===== config.mk =====
export PLATFORM = sky130hd
export DESIGN_NAME = alu_seq_ctrl
export DESIGN_NICKNAME = d
export VERILOG_FILES = /design/src/rtl/alu_pkg.sv /design/src/rtl/mul_seq_dp.sv /design/src/rtl/alu_seq_ctrl.sv
export SDC_FILE = /design/constraint.sdc
export NUM_CORES = 1
export LEC_CHECK = 0
export BUFFER_PORTS_ARGS = -buffer_cell sky130_fd_sc_hd__buf_2
export CAP_MARGIN = 20
export CORE_MARGIN = 4
export CORE_UTILIZATION = 35
export CTS_BUF_LIST = sky130_fd_sc_hd__clkbuf_8
export DETAILED_ROUTE_END_ITERATION = 16
export GPL_TIMING_DRIVEN = 0
export HOLD_SLACK_MARGIN = 0.12
export PLACE_DENSITY = 0.61
export SYNTH_ARGS = -nofsm -noshare
export SYNTH_HDL_FRONTEND = slang
export SYNTH_SLANG_ARGS = --single-unit

===== constraint.sdc =====
create_clock -name i_clk -period 11.2 [get_ports i_clk]
set_clock_uncertainty 0.1 [all_clocks]
set_input_delay 0.56 -clock i_clk [delete_from_list [all_inputs] [get_ports i_clk]]
set_output_delay 0.56 -clock i_clk [all_outputs]
set_load 0.02 [all_outputs]

===== src/rtl/alu_pkg.sv =====
// Shared definitions for the sequential ALU: opcodes, FSM states, widths.
package alu_pkg;

    localparam int ALU_W     = 32;
    localparam int ALU_CNT_W = $clog2(ALU_W) + 1;

    localparam logic [2:0] OP_AND = 3'b000;
    localparam logic [2:0] OP_OR  = 3'b001;
    localparam logic [2:0] OP_XOR = 3'b010;
    localparam logic [2:0] OP_ADD = 3'b011;
    localparam logic [2:0] OP_SUB = 3'b100;
    localparam logic [2:0] OP_SLT = 3'b101;
    localparam logic [2:0] OP_NOR = 3'b110;
    localparam logic [2:0] OP_MUL = 3'b111;

    typedef enum logic [1:0] {
        IDLE    = 2'd0,
        EXEC    = 2'd1,
        MUL_RUN = 2'd2,
        DONE    = 2'd3
    } state_t;

endpackage


===== src/rtl/mul_seq_dp.sv =====
// Shift-add multiplier iteration datapath (unsigned, one multiplier bit per step).
// o_product / o_mplier_zero describe the state *after* the current step, so the
// controller can capture the final product on the same edge as the last step.
module mul_seq_dp
    import alu_pkg::*;
#(
    parameter int WIDTH = ALU_W
) (
    input  logic               i_clk,
    input  logic               i_rst_n,
    input  logic               i_load,
    input  logic               i_step,
    input  logic [WIDTH-1:0]   i_a,
    input  logic [WIDTH-1:0]   i_b,
    output logic               o_mplier_zero,
    output logic [2*WIDTH-1:0] o_product
);

    logic [2*WIDTH-1:0] r_acc;
    logic [2*WIDTH-1:0] r_mcand;
    logic [WIDTH-1:0]   r_mplier;
    logic [2*WIDTH-1:0] w_acc_nxt;

    assign w_acc_nxt     = r_acc + (r_mplier[0] ? r_mcand : '0);
    assign o_product     = w_acc_nxt;
    assign o_mplier_zero = ((r_mplier >> 1) == '0);

    // load operands on accept, otherwise advance one iteration per step
    always_ff @(posedge i_clk or negedge i_rst_n) begin
        if (!i_rst_n) begin
            r_acc    <= '0;
            r_mcand  <= '0;
            r_mplier <= '0;
        end else if (i_load) begin
            r_acc    <= '0;
            r_mcand  <= {{WIDTH{1'b0}}, i_a};
            r_mplier <= i_b;
        end else if (i_step) begin
            r_acc    <= w_acc_nxt;
            r_mcand  <= r_mcand << 1;
            r_mplier <= r_mplier >> 1;
        end
    end

endmodule


===== src/rtl/alu_seq_ctrl.sv =====
// Sequencing controller: single-cycle logic/arith ops plus iterative MUL.
// Optional build macro ALU_SEQ_MUL_EARLY_EXIT_EN: MUL stops once the remaining
// multiplier bits are all zero (b==0 goes straight to DONE).
module alu_seq_ctrl
    import alu_pkg::*;
#(
    parameter int WIDTH = ALU_W
) (
    input  logic             i_clk,
    input  logic             i_rst_n,
    input  logic             i_start,
    input  logic [2:0]       i_op,
    input  logic [WIDTH-1:0] i_a,
    input  logic [WIDTH-1:0] i_b,
    output logic             o_busy,
    output logic             o_done,
    output logic [WIDTH-1:0] o_result,
    output logic [WIDTH-1:0] o_result_hi
);

`ifdef ALU_SEQ_MUL_EARLY_EXIT_EN
    localparam bit EARLY_EXIT = 1'b1;
`else
    localparam bit EARLY_EXIT = 1'b0;
`endif

    localparam int               CNT_W = $clog2(WIDTH) + 1;
    localparam logic [CNT_W-1:0] LAST  = CNT_W'(WIDTH - 1);

    state_t             r_state;
    logic               r_busy;
    logic               r_done;
    logic [WIDTH-1:0]   r_result;
    logic [WIDTH-1:0]   r_result_hi;
    logic [CNT_W-1:0]   r_cnt;
    logic [2:0]         r_op;
    logic [WIDTH-1:0]   r_a;
    logic [WIDTH-1:0]   r_b;

    logic               w_accept;
    logic               w_load;
    logic               w_step;
    logic               w_mplier_zero;
    logic [2*WIDTH-1:0] w_product;
    logic [WIDTH-1:0]   w_alu_res;

    assign w_accept = i_start && ((r_state == IDLE) || (r_state == DONE));
    assign w_load   = w_accept && (i_op == OP_MUL);
    assign w_step   = (r_state == MUL_RUN);

    mul_seq_dp #(.WIDTH(WIDTH)) u_mul_dp (
        .i_clk         (i_clk),
        .i_rst_n       (i_rst_n),
        .i_load        (w_load),
        .i_step        (w_step),
        .i_a           (i_a),
        .i_b           (i_b),
        .o_mplier_zero (w_mplier_zero),
        .o_product     (w_product)
    );

    // single-cycle result from the latched operands
    always_comb begin
        w_alu_res = '0;
        case (r_op)
            OP_AND:  w_alu_res = r_a & r_b;
            OP_OR:   w_alu_res = r_a | r_b;
            OP_XOR:  w_alu_res = r_a ^ r_b;
            OP_ADD:  w_alu_res = r_a + r_b;
            OP_SUB:  w_alu_res = r_a - r_b;
            OP_SLT:  w_alu_res = {{(WIDTH-1){1'b0}}, ($signed(r_a) < $signed(r_b))};
            OP_NOR:  w_alu_res = ~(r_a | r_b);
            default: w_alu_res = '0;
        endcase
    end

    // control FSM with registered busy/done/result
    always_ff @(posedge i_clk or negedge i_rst_n) begin
        if (!i_rst_n) begin
            r_state     <= IDLE;
            r_busy      <= 1'b0;
            r_done      <= 1'b0;
            r_result    <= '0;
            r_result_hi <= '0;
            r_cnt       <= '0;
            r_op        <= OP_AND;
            r_a         <= '0;
            r_b         <= '0;
        end else begin
            r_done <= 1'b0;
            case (r_state)
                IDLE, DONE: begin
                    r_state <= IDLE;
                    r_busy  <= 1'b0;
                    if (i_start) begin
                        r_op  <= i_op;
                        r_a   <= i_a;
                        r_b   <= i_b;
                        r_cnt <= '0;
                        if (i_op != OP_MUL) begin
                            r_state <= EXEC;
                            r_busy  <= 1'b1;
                        end else if (EARLY_EXIT && (i_b == '0)) begin
                            r_state     <= DONE;
                            r_done      <= 1'b1;
                            r_result    <= '0;
                            r_result_hi <= '0;
                        end else begin
                            r_state <= MUL_RUN;
                            r_busy  <= 1'b1;
                        end
                    end
                end
                EXEC: begin
                    r_state     <= DONE;
                    r_busy      <= 1'b0;
                    r_done      <= 1'b1;
                    r_result    <= w_alu_res;
                    r_result_hi <= '0;
                end
                MUL_RUN: begin
                    r_cnt <= r_cnt + 1'b1;
                    if ((r_cnt == LAST) || (EARLY_EXIT && w_mplier_zero)) begin
                        r_state     <= DONE;
                        r_busy      <= 1'b0;
                        r_done      <= 1'b1;
                        r_result    <= w_product[WIDTH-1:0];
                        r_result_hi <= w_product[2*WIDTH-1:WIDTH];
                    end
                end
                default: r_state <= IDLE;
            endcase
        end
    end

    assign o_busy      = r_busy;
    assign o_done      = r_done;
    assign o_result    = r_result;
    assign o_result_hi = r_result_hi;

endmodule

---- Yosys cells after proc, flatten, opt, wreduce, memory -nomap -nowiden ----
Index checks and enable logic that the tools add are counted.
word-level totals
  register bits after elaboration ......... 301
  input bits .............................. 70
  output and inout port bits .............. 66
  logic and storage cells ................. 70
cells by class
  add/sub/neg operators ................... 4
  order comparisons ....................... 1
  equal/unequal tests ..................... 14
  muxes and demuxes ....................... 23
  bitwise logic cells ..................... 4
  reductions and logical operators ........ 12
operators by type and width
  kind                                                             count
  64-bit 2-to-1 mux                                                5
  32-bit one-hot mux with 7 select lines                           1
  32-bit 2-to-1 mux                                                4
  32-bit one-hot mux with 2 select lines                           2
  64-bit adder                                                     1
  32-bit adder                                                     1
  32-bit bitwise AND                                               1
  32-bit less-than comparator                                      1
  32-bit NOT                                                       1
  32-bit bitwise OR                                                1
  32-bit subtractor                                                1
  32-bit bitwise XOR                                               1
  3-bit == test, second input constant                             4
  6-bit one-hot mux with 2 select lines                            1
  6-bit by 1-bit adder with 6-bit output, second input constant    1
  3-bit by 2-bit == test with 1-bit output, second input constant  2
  6-bit by 5-bit == test with 1-bit output, second input constant  1
  2-bit 2-to-1 mux                                                 3
  6-bit 2-to-1 mux                                                 1
  2-bit one-hot mux with 3 select lines                            1
  2-bit AND reduction                                              3
  2-bit nonzero test                                               3
  2-bit == test, second input constant                             2
  2-bit != test, second input constant                             2
  11 further kinds                                                 14

---- Longest topological paths before layout ----
  depth in word-level cells ............... 5
  gate-level depth with buffers ........... 15

---- Modules after synthesis ----
From an unflattened synthesis, not the netlist that was laid out.
unflattened totals
  cells, all modules ...................... 2,660
  area total of the unflattened synthesis .. 22,796.9 um^2
by module, submodules not included
  module        times used  cells each  area each (um^2)  seq. area each (um^2)
  alu_seq_ctrl  1           1,374       11,453.5          3,528.4
  mul_seq_dp    1           1,286       11,343.4          4,003.8

---- Worst setup path after synthesis ----
No wires, ideal clock.
  path type ............................... register to register
  start point ............................. reg u_mul_dp.r_mplier[0]
  end point ............................... reg u_mul_dp.r_acc[56]
  setup time .............................. 131 ps
  arrival ................................. 3,413 ps
  path slack .............................. 7,555 ps
  stages on the path, launching flop included .. 16
  path buffers ............................ 2
  cell sequence ........................... dfrtp_1 clkbuf_1 clkbuf_1 and2_1 ha_1 fa_1 a211oi_2 o21ai_1 a211o_1 nor3b_1 nor2_1 o32ai_2 a21oi_1 nor2_1 mux2i_1 or3_1
between the ends
  cells in the longest elaborated chain, start to end .. 4
ends and longest elaborated chain
  item                      RTL line          source
  start: declaration        mul_seq_dp.sv:21  logic [WIDTH-1:0] r_mplier;
  start signal: assignment  mul_seq_dp.sv:37  r_mplier <= i_b;
  start signal: assignment  mul_seq_dp.sv:41  r_mplier <= r_mplier >> 1;
  64-bit 2-to-1 mux         mul_seq_dp.sv:24  assign w_acc_nxt = r_acc + (r_mplier[0] ? r_mcand : '0);
  64-bit adder              mul_seq_dp.sv:24
  64-bit 2-to-1 mux         mul_seq_dp.sv:38  end else if (i_step) begin
  64-bit 2-to-1 mux         mul_seq_dp.sv:34  end else if (i_load) begin
  end signal: assignment    mul_seq_dp.sv:39  r_acc <= w_acc_nxt;
  end: declaration          mul_seq_dp.sv:19  logic [2*WIDTH-1:0] r_acc;
Every way passes these cells. The select of a mux whose other input is x is not followed.
A chain may end at the register's enable or synchronous reset.

---- Worst setup path after layout ----
  start point ............................. reg u_mul_dp.r_mplier[0]
  end point ............................... reg u_mul_dp.r_acc[58]
Same word-level chain as after synthesis.

==> flow_summary.toml <==
[worst_hold_path]
hold_class = "input port to register"
min_path_cells = 3
min_from = "i_start"
min_to = "r_state[0]"

[critical_path]
cpLargestDelayFamily = "compound AO/OA/AOI/OAI gates"
worstReg2RegEnd = "u_mul_dp.r_acc[58]"
worstSetupPathType = "register to register"
crit_start = "u_mul_dp.r_mplier[0]"
slowest_delay_ns = 0.94
cp_slowest_cell = "a2111oi_0"
rr_worst_depth = 15
r2r_slack_ns = 5.50
cp.arrival_ns = 6.19
cp_num_buf_inv = 2
r2r_start = "u_mul_dp.r_mplier[0]"
cp_max_fo = 10
cp.depth = 15
cp-start-kind = "register"
worstSetupEndpointType = "register"
crit_required_ns = 11.69
path_cells = "clkbuf_1 > clkbuf_1 > and2_1 > ha_1 > fa_1 > a211oi_2 > o21ai_1 > a2111oi_0 > o32ai_1 > o21ai_1 > o21bai_1 > a21oi_1 > o21ai_2 > and3_1 > nor3_1"

[placed_design]
dp.cells = 3640
gp_congestion = 0.963
dp.final_hpwl_um = 63600
io_buffers = 134

[timing]
tightest_slew_ns = 1.06
hold_viol_final = 0
tns_ns = 0
rsz0062_at_grt = "no"
drv_slew = 0
min_period_over_period_pct = 50.9
fmax_mhz = 175
min_period_ns = 5.70
setup_viol = 0
slew_headroom_pct = 27.5

[drt]
antenna_left = 0
drt_iter0_drc = 1987
wl_per_cell_um = 21.8
vias = 21400
drt_wl_total_um = 83200
drtPass1Iterations = 14
drc = 1
avgViaCountPerCell = 5.60

[synthesis]
yosysMostFrequentCell = "nand2_1"
yosys_warnings = 0
syn_area_um2 = 22200
synth_top_cells_by_count = "338 x nand2_1, 301 x dfrtp_1, 258 x o21ai_0, 222 x a21oi_1, 221 x nor2_1"
ys_ff_latch = 301
syn-num-nets = 2899
synthArstFlopShare_pct = 100
netlist.area_leader.share_pct = 34.0
synth_cells = 2652
synth_edf_count = 0
synth.avg_cell_area_um2 = 8.37
yosysTopAreaCell = "dfrtp_1"
ys.flop_type = "dfrtp_1"
ys_types = 93
netlist_top_cells_area = "dfrtp_1 34%, ha_1 9.8%, mux2i_1 6.9%, o21ai_0 5.8%, nand2_1 5.7%"
ys_seq_area_share_pct = 34.0

[cts]
cts_resized = 0
clk_pin_slew_worst_paths_ns = 0.07
cts_made_buffers = 57
post_cts_buffers = 0
cts_max_path_buffers = 3
htreeDepth = 2
clockRootBuffer = "clkbuf_8"
cts_tree = "built"
clk_latency_ns = 0.70
postCtsHoldBufs = 68
clock-sinks = 301

[final_layout]
layout.cells.non_filler = 3811
final_util_pct = 41.3
final_layout_size_suffix_gt1_share_pct = 10.3
final_nets = 3168
area_growth_pct = 17.3

[die]
die_x_um = 260
die_h_um = 260
rows = 92
io_pins = 136
start_util_pct = 35.2
die_area_um2 = 67500
core_area_um2 = 63000

[power]
switchingPower_w = 0.00480
switching_share_pct = 52.5
ir_drop_mv = 0.157
pwr-share-clk_pct = 13.3
p_leak_nw = 11.7
powerDensity_nw_per_um2 = 351
intPower_w = 0.00434
p_comb_share_pct = 65.5
seqPwrFrac_pct = 21.1

[run]
cap_viol_max_count = 0

[global_route]
grt_overflow_total = 0
grt_first_pass_wirelength_um = 127000
grt_antenna_before_repair = 3
grt_max_degree = 108
track_usage_pct = 24.1
grt_pass1_vias = 20600

[run_status]
outcome = "complete, but fails checks"
failed_checks = "design-rule violations"
## cells in the final DEF (no fill, tap or decap), types with 32 or more instances in the layout
| master | instances |
|---|---|
| clkbuf_8 | 71 |
| inv_1 | 134 |
| and2_1 | 70 |
| xnor2_1 | 53 |
| nand4_1 | 37 |
| nand2_1 | 338 |
| ha_1 | 174 |
| dfrtp_1 | 301 |
| mux2i_1 | 154 |
| clkbuf_1 | 141 |
| dlygate4sd3_1 | 68 |
| nor3_1 | 32 |
| o21ai_0 | 258 |
| buf_2 | 149 |
| a21oi_1 | 222 |
| a21o_1 | 45 |
| nor2_1 | 220 |
## final cells by class
class | instances | area [um^2]
Antenna cell | 2 | 5.00
Buffer | 177 | 756
Clock buffer | 71 | 977
Clock inverter | 30 | 274
Fill cell | 6478 | 36900
Inverter | 124 | 470
Multi-Input combinational cell | 2050 | 13400
Sequential cell | 301 | 7530
Tap cell | 846 | 1060
Timing Repair Buffer | 210 | 1510
## through the flow
| stage | setup WS, ns | hold WS [ns] | total power, W | cell area, um^2 |
|---|---|---|---|---|
| 6_report | 5.50 | 0.224 | 0.00914 | 26000 |
| 5_1_grt | 5.32 | 0.258 | 0.00978 | 26000 |
| 4_1_cts | 5.70 | 0.177 | 0.00902 | 26000 |
| 3_5_place_dp | 5.76 | 0.369 | 0.00774 | 24100 |
| 3_3_place_gp | 3.45 | 0.363 | 0.00769 | 23900 |
| 2_1_floorplan | 7.56 | 0.164 | 0.00593 | 22200 |
## routing by layer
| layer | GRT usage (%) | vias to the layer above | part of all wire, % |
|---|---|---|---|
| met2 | 36.4 | 882 | 43 |
| li1 | - | 9975 | - |
| met1 | 34.1 | 10300 | 45 |
| met4 | 9.26 | 2 | 4.0 |
| met3 | 4.75 | 169 | 7.8 |
| met5 | 0.219 | - | 0.016 |
## registers in the layout, summed over array words and instances, names as in the netlist
name,count
u_mul_dp.r_mplier,32
o_result_hi,32
r_state,2
r_cnt,6
r_a,32
r_b,32
u_mul_dp.r_acc,64
u_mul_dp.r_mcand,64
o_done,1
o_busy,1
r_op,3
o_result,32
## power by group through the flow
stage / combinational (W) / sequential, W / clock [W]
global route: 0.00652 / 0.00198 / 0.00128
CTS: 0.00586 / 0.00192 / 0.00124
floorplan: 0.00404 / 0.00189 / 0
global placement: 0.00577 / 0.00192 / 0
finish: 0.00599 / 0.00193 / 0.00122
detailed placement: 0.00581 / 0.00193 / 0
## worst min-delay path, delay by kind of cell
kind	cells	cell delay, ns
compound gates	1	0.08
buf+inv	1	0.21
simple gates	1	0.11
## logic make-up (layout without fill, tap and decap cells)
group                      Yosys count  in the layout  share of synthesized area, %
and+or+nand+nor                    825            825                          16.9
DFF                                301            301                          34.0
adders and majority gates          177            177                          10.1
other                                0              2                             0
AOI/OAI and AO/OA                  817            817                          23.4
buffers and inverters              301            612                          5.53
muxes                              160            160                          7.35
xor gates and xnor gates            71             71                          2.80
## how the worst max path moves through the flow
stage / endpoint
floorplan: u_mul_dp.r_acc[56]
global placement: o_result_hi[15]
detailed placement: o_result_hi[26]
CTS: o_result_hi[26]
global route: o_result_hi[26]
finish: u_mul_dp.r_acc[58]
No activity file was read; power rests on OpenSTA's default activity.
